===== src/rtl/mem_store_unit.sv =====
// mem_store_unit: write-side store path for the multi-cycle CPU.
// Captures one sb/sh/sw request, checks alignment, replicates lanes and runs a req/ack memory write.
module mem_store_unit #(
  parameter int TIMEOUT = 16,
  parameter int AW      = 32
) (
  input  logic          clk,
  input  logic          rst,
  input  logic          iStart,
  input  logic [1:0]    iSize,
  input  logic [AW-1:0] iAddr,
  input  logic [31:0]   iData,
  input  logic          iMemAck,
  output logic [AW-1:0] oMemAddr,
  output logic [31:0]   oMemData,
  output logic [3:0]    oMemBe,
  output logic          oMemWe,
  output logic          oBusy,
  output logic          oDone,
  output logic          oErr
);

  // Wait counter only has to hold 0..TIMEOUT-1; reaching the last value without ack aborts.
  localparam int CW = (TIMEOUT > 1) ? $clog2(TIMEOUT) : 1;
  localparam logic [CW-1:0] CNT_LAST = CW'(TIMEOUT - 1);
  localparam logic [CW-1:0] CNT_ONE  = CW'(1'b1);
  localparam logic [CW-1:0] CNT_ZERO = CW'(1'b0);

  localparam logic [1:0] SZ_BYTE = 2'b00;
  localparam logic [1:0] SZ_HALF = 2'b01;
  localparam logic [1:0] SZ_WORD = 2'b10;

  typedef enum logic [1:0] {
    S_IDLE  = 2'd0,
    S_CHECK = 2'd1,
    S_WRITE = 2'd2,
    S_DONE  = 2'd3
  } state_t;

  state_t          state_r, state_s;
  logic [CW-1:0]   cnt_r, cnt_s;
  logic [AW-1:0]   addr_r;
  logic [1:0]      size_r;
  logic [31:0]     data_r;
  logic            bad_s;
  logic            err_s;
  logic            load_s;

  function automatic logic misaligned(input logic [1:0] size, input logic [1:0] a);
    logic bad;
    case (size)
      SZ_BYTE: bad = 1'b0;
      SZ_HALF: bad = a[0];
      SZ_WORD: bad = (a != 2'b00);
      default: bad = 1'b1;
    endcase
    return bad;
  endfunction

  function automatic logic [3:0] lane_be(input logic [1:0] size, input logic [1:0] a);
    logic [3:0] be;
    case (size)
      SZ_BYTE: be = 4'b0001 << a;
      SZ_HALF: be = a[1] ? 4'b1100 : 4'b0011;
      SZ_WORD: be = 4'b1111;
      default: be = 4'b0000;
    endcase
    return be;
  endfunction

  function automatic logic [31:0] lane_data(input logic [1:0] size, input logic [31:0] d);
    logic [31:0] w;
    case (size)
      SZ_BYTE: w = {4{d[7:0]}};
      SZ_HALF: w = {2{d[15:0]}};
      SZ_WORD: w = d;
      default: w = 32'h0000_0000;
    endcase
    return w;
  endfunction

  // Next-state, wait counter and completion status.
  always_comb begin
    state_s = state_r;
    cnt_s   = cnt_r;
    err_s   = 1'b0;
    bad_s   = misaligned(size_r, addr_r[1:0]);
    load_s  = 1'b0;
    case (state_r)
      S_IDLE: begin
        cnt_s = CNT_ZERO;
        if (iStart) begin
          state_s = S_CHECK;
        end else begin
          state_s = S_IDLE;
        end
      end
      S_CHECK: begin
        if (bad_s) begin
          err_s   = 1'b1;
          state_s = S_DONE;
        end else begin
          load_s  = 1'b1;
          state_s = S_WRITE;
        end
      end
      S_WRITE: begin
        // An ack in the final counted cycle still completes cleanly.
        if (iMemAck) begin
          state_s = S_DONE;
        end else if (cnt_r == CNT_LAST) begin
          err_s   = 1'b1;
          state_s = S_DONE;
        end else begin
          cnt_s = cnt_r + CNT_ONE;
        end
      end
      S_DONE: begin
        cnt_s   = CNT_ZERO;
        state_s = S_IDLE;
      end
      default: begin
        cnt_s   = CNT_ZERO;
        state_s = S_IDLE;
      end
    endcase
  end

  // State and wait counter registers.
  always_ff @(posedge clk or posedge rst) begin
    if (rst) begin
      state_r <= S_IDLE;
      cnt_r   <= CNT_ZERO;
    end else begin
      state_r <= state_s;
      cnt_r   <= cnt_s;
    end
  end

  // Request capture; only an accepted start updates the held request.
  always_ff @(posedge clk or posedge rst) begin
    if (rst) begin
      addr_r <= {AW{1'b0}};
      size_r <= 2'b00;
      data_r <= 32'h0000_0000;
    end else if (state_r == S_IDLE && iStart) begin
      addr_r <= iAddr;
      size_r <= iSize;
      data_r <= iData;
    end
  end

  // Registered outputs, driven from the state being entered so they line up with it.
  always_ff @(posedge clk or posedge rst) begin
    if (rst) begin
      oMemAddr <= {AW{1'b0}};
      oMemData <= 32'h0000_0000;
      oMemBe   <= 4'b0000;
      oMemWe   <= 1'b0;
      oBusy    <= 1'b0;
      oDone    <= 1'b0;
      oErr     <= 1'b0;
    end else begin
      oBusy  <= (state_s != S_IDLE);
      oMemWe <= (state_s == S_WRITE);
      oDone  <= (state_s == S_DONE);
      oErr   <= (state_s == S_DONE) && err_s;
      if (load_s) begin
        oMemAddr <= {addr_r[AW-1:2], 2'b00};
        oMemData <= lane_data(size_r, data_r);
        oMemBe   <= lane_be(size_r, addr_r[1:0]);
      end else if (state_s != S_WRITE) begin
        oMemBe <= 4'b0000;
      end
    end
  end

endmodule


===== config.mk =====
export PLATFORM = sky130hd
export DESIGN_NAME = mem_store_unit
export DESIGN_NICKNAME = d
export VERILOG_FILES = /design/src/rtl/mem_store_unit.sv
export SDC_FILE = /design/constraint.sdc
export NUM_CORES = 1
export LEC_CHECK = 0
export ABC_AREA = 1
export BUFFER_PORTS_ARGS = -buffer_cell sky130_fd_sc_hd__buf_4
export CELL_PAD_IN_SITES_DETAIL_PLACEMENT = 0
export CELL_PAD_IN_SITES_GLOBAL_PLACEMENT = 1
export CORE_MARGIN = 1
export CORE_UTILIZATION = 40
export DETAILED_ROUTE_END_ITERATION = 12
export PLACE_DENSITY_LB_ADDON = 0.1
export SLEW_MARGIN = 15
export SYNTH_ARGS = -nofsm -noshare
export SYNTH_HDL_FRONTEND = slang
export SYNTH_SLANG_ARGS = --single-unit

===== constraint.sdc =====
create_clock -name clk -period 5.9 [get_ports clk]
set_input_delay 0.59 -clock clk [delete_from_list [all_inputs] [get_ports clk]]
set_output_delay 0.59 -clock clk [all_outputs]
set_load 0.1 [all_outputs]

Word level (Yosys, flattened, before mapping)
Index checks and enable logic that the tools add are counted.
{"block": "word_totals", "ff_bits": 142, "input_bits": 70, "output_inout_bits": 72, "elab_cells": 55}
{"block": "op_classes", "n_addsub": 1, "n_eq_ne": 11, "shifts": 1, "muxes": 20, "reduce_logical": 10}
{"cell": "32-bit case mux with 3 select lines", "n": 1}
{"cell": "4-bit 2-to-1 mux", "n": 5}
{"cell": "4-bit case mux with 3 select lines", "n": 1}
{"cell": "2-bit equality test (second input constant)", "n": 5}
{"cell": "2-bit case mux with 4 select lines", "n": 1}
{"cell": "4-bit case mux with 2 select lines", "n": 1}
{"cell": "2-bit nonzero test", "n": 4}
{"cell": "1-bit 2-to-1 mux", "n": 7}
{"cell": "2-bit != test (second input constant)", "n": 3}
{"cell": "4-bit by 1-bit adder with 4-bit output (second input constant)", "n": 1}
{"cell": "2-bit by 1-bit equality test with 1-bit output (second input constant)", "n": 2}
{"cell": "4-bit equality test (second input constant)", "n": 1}
{"cell": "2-bit zero test", "n": 2}
{"cell": "2-bit 2-to-1 mux", "n": 2}
{"cell": "1-bit by 2-bit left shift with 4-bit output (first input constant)", "n": 1}
{"cell": "1-bit case mux with 3 select lines", "n": 1}
{"cell": "3-bit AND reduction", "n": 1}
{"cell": "1-bit logical AND", "n": 2}
{"cell": "1-bit case mux with 2 select lines", "n": 1}
{"cell": "2-bit OR reduction", "n": 1}

Longest topological paths before layout
{"block": "depth", "depth_word": 7, "depth_mapped": 9, "mapped_depth_nobuf": 9}

Least setup slack after synthesis
No wires, ideal clock.
{"block": "synth_path", "path_kind": "register to output", "from": "register oMemBe[0]", "to": "output port oMemBe[0]", "t_arrival_ns": 0.898, "required_ns": 5.310, "path_slack_ns": 4.412, "stages_incl_launch_ff": 1, "path_buffers": 0, "cell_sequence": "dfrtp_1"}
{"item": "start: declaration", "line": "16", "rtl": "output logic [3:0] oMemBe,"}
{"item": "start signal: assignment", "line": "171", "rtl": "oMemBe <= lane_be(size_r, addr_r[1:0]);"}
No word-level cell between the ends.

Worst setup path in the final report
{"block": "layout_path", "from": "register size_r[1]", "to": "register oMemBe[0]"}
{"block": "layout_between", "elab_chain_cells": 6, "elab_cells_between_ends": 12, "classes_between": "eq/ne: 3; mux: 7; reduce/logical: 2"}
{"item": "start: declaration", "line": "43", "rtl": "logic [1:0] size_r;"}
{"item": "start signal: assignment", "line": "148", "rtl": "size_r <= iSize;"}
{"item": "2-bit equality test (tied with other cells)", "line": "51, 62"}
{"item": "1-bit case mux with 3 select lines", "line": "51", "rtl": "case (size)"}
{"item": "1-bit 2-to-1 mux", "line": "99", "rtl": "if (bad_s) begin"}
{"item": "2-bit case mux with 4 select lines", "line": "89", "rtl": "case (state_r)"}
{"item": "2-bit != test", "line": "172", "rtl": "end else if (state_s != S_WRITE) begin"}
{"item": "2-bit nonzero test (no line)"}
Parallel ways exist; a longest one is shown, timed or not.
A chain may end at the register's enable or synchronous reset.

==> results.sh <==
export IMPL_finalHoldViolCount=0
export IMPL_viasPerCell=4.84
export IMPL_fmax_ghz=0.343
export IMPL_post_cts_buffers=0
export IMPL_totalWireLength_um=13600
export IMPL_path_class="reg2reg"
export IMPL_area_growth_pct=27.9
export IMPL_place_hpwl_um=9180
export IMPL_drc=0
export IMPL_worstPathArrival_ns=3.21
export IMPL_synth_edf_count=0
export IMPL_drt_iter0_markers=311
export IMPL_cts_sinks=142
export IMPL_max_slew_worst_pin_slew_ns=0.814
export IMPL_wl_per_cell_um=14.7
export IMPL_syn_inst=602
export IMPL_finalSetupViolCount=0
export IMPL_vias=4471
export IMPL_r2r_end="oMemBe[0]$_DFFE_PP0P_"
export IMPL_critPathBufInv=3
export IMPL_async_flop_share_pct=100
export IMPL_dr_pass1_iters=5
export IMPL_r2r_slack_ns=2.98
export IMPL_netlist_top_cells_area="dfrtp_1 (61%), nand2_1 (8.6%), a21oi_1 (4.3%)"
export IMPL_maxCapViolCount=0
export IMPL_regArea_sq_um=3550
export IMPL_start_util_pct=41.6
export IMPL_multi_input_area_sq_um=1880
export IMPL_yosysWarnings=0
export IMPL_crit_start="size_r[1]$_DFFE_PP0P_"
export IMPL_yosysSeqAreaShare_pct=60.6
export IMPL_layout_drive_gt1_share_pct=29.0
export IMPL_clockRootBuffer="clkbuf_16"
export IMPL_cts_tree="yes"
export IMPL_gr_total_overflow=0
export IMPL_slowest_delay_ns=0.59
export IMPL_end_kind="flop"
export IMPL_fin_crit_sh_pct=49.4
export IMPL_die_y_um=123
export IMPL_clk_latency_ns=0.41
export IMPL_port_buffers=139
export IMPL_clock_path_buffers=2
export IMPL_synth_seq_cells=142
export IMPL_min_path_type="in2async"
export IMPL_holdBufCountCts=0
export IMPL_crit_required_ns=6.19
export IMPL_yosys_area_top_type="dfrtp_1"
export IMPL_postSynthAreaPerCell_sq_um=9.74
export IMPL_maxSlewViolCount=0
export IMPL_setup_worst_path_start_class="flop"
export IMPL_final_min_clock_period_ns=2.92
export IMPL_diodes=0
export IMPL_detail_route_antenna_nets=0
export IMPL_crit_end="oMemBe[0]$_DFFE_PP0P_"
export IMPL_antenna_found_initial=0
export IMPL_die_w_um=123
export IMPL_synth_common_cells="dfrtp_1 (142), nand2_1 (135), nor2_1 (62)"
export IMPL_skew_ns=0.00709
export IMPL_yosysMostFrequentCell="dfrtp_1"
export IMPL_slowest_stage="dfrtp_1"
export IMPL_synth_top_flop_cell="dfrtp_1"
export IMPL_fillers=1283
export IMPL_io_pin_count=142
export IMPL_dieArea_sq_um=15100
export IMPL_cp_top_family="buffers and inverters"
export IMPL_grt_max_degree=81
export IMPL_rsz0062_at_grt="no"
export IMPL_ys_types=26
export IMPL_tns_ns=0
export IMPL_grt_pass1_vias=4552
export IMPL_r2r_cells=8
export IMPL_htreeDepth=4
export IMPL_fp_coreArea_sq_um=14100
export IMPL_num_rows=43
export IMPL_syn_area_sq_um=5860
export IMPL_status="complete, no violations"
export IMPL_synth_top_area_share_pct=60.6
export IMPL_crit_chain="o21ai_0 -> nand2_1 -> nor2_2 -> buf_4 -> clkinv_2 -> buf_4 -> nand4_1 -> nand2_1"
export IMPL_worstPathMaxFanout=55
export IMPL_r2r_start="size_r[1]$_DFFE_PP0P_"
export IMPL_crit_cells=8
export IMPL_place_gp_congestion=0.784
export IMPL_max_slew_margin_rel_pct=45.8
export IMPL_clk_pin_slew_ns=0.06
export IMPL_fin_nets=807
export IMPL_grt_first_pass_wirelength_um=22000
export IMPL_cts_repair_resized=0
export IMPL_cts_buffers=17
export IMPL_grt_usage_pct=19.3
-- how the worst min path moves through the flow --
stage	end	slack, ns
3_3_place_gp	oMemAddr[28]$_DFFE_PP0P_	0.45
4_1_cts	addr_r[4]$_DFFE_PP0P_	0.33
6_report	addr_r[4]$_DFFE_PP0P_	0.28
3_5_place_dp	oMemData[19]$_DFFE_PP0P_	0.47
5_1_grt	addr_r[4]$_DFFE_PP0P_	0.36
2_1_floorplan	oMemAddr[21]$_DFFE_PP0P_	0.44
-- registers in the layout (all words and copies together) (netlist names) --
register and cells:
cnt_r 4, oDone 1, oMemBe 4, data_r 32, oMemAddr 30, oMemWe 1
addr_r 32, state_r 2, oBusy 1, size_r 2, oErr 1, oMemData 32
-- metrics by stage --
stage          util (%)  hold slack (ns)  instance area (sq um)  worst slack (ns)  cells
2_1_floorplan         -            0.443                   5870              1.50    603
3_3_place_gp       49.3            0.452                   6960              2.99    893
3_5_place_dp       49.3            0.467                   6960              2.95    893
4_1_cts            53.2            0.328                   7500              2.93    924
5_1_grt            53.2            0.357                   7500              2.68    924
6_report           53.2            0.281                   7500              2.98    924
-- cell families (layout without fill, tap and decap cells) --
kind of cell	Yosys count	in the layout	share of synthesized area, %
other cells	1	2	0.0639
xor+xnor	2	2	0.299
buf+inv	91	232	7.55
compound gates	125	125	12.3
fa+ha+maj	5	5	1.07
simple gates	217	217	14.5
flops	142	142	60.6
mux	19	19	3.65
-- layout make-up --
type | count | area share (%)
Clock inverter | 6 | 0.434
Tap cell | 180 | 3.00
Sequential cell | 142 | 47.4
Inverter | 58 | 2.98
Clock buffer | 25 | 6.87
Timing Repair Buffer | 143 | 14.3
Multi-Input combinational cell | 370 | 25.0
-- per-layer routing --
metal / up-vias / part of all wire, % / track usage [%] / routed length, um
li1: 2188 / - / - / -
met1: 2146 / 45 / 25.5 / 6100
met2: 129 / 49 / 30.5 / 6620
met3: 8 / 5.6 / 5.26 / 762
met4: 0 / 0.85 / 6.85 / 116
met5: - / 0 / 0 / 0
-- layout by cell type (no fill, tap or decap), types with 6 or more instances in the layout --
master and n:
buf_4 143, dfrtp_1 142, nand2_1 134, nor2_1 62, inv_1 56, a21oi_1 50
o21ai_0 28, o21ai_2 20, mux2_2 19, clkbuf_16 17, o21ai_1 11, nand3_1 10
a31oi_1 8, o22ai_1 8, clkinv_2 6, clkbuf_8 6
Power is not shown: default switching activity piles up to over one toggle a cycle in this logic, so the estimate is an artifact.
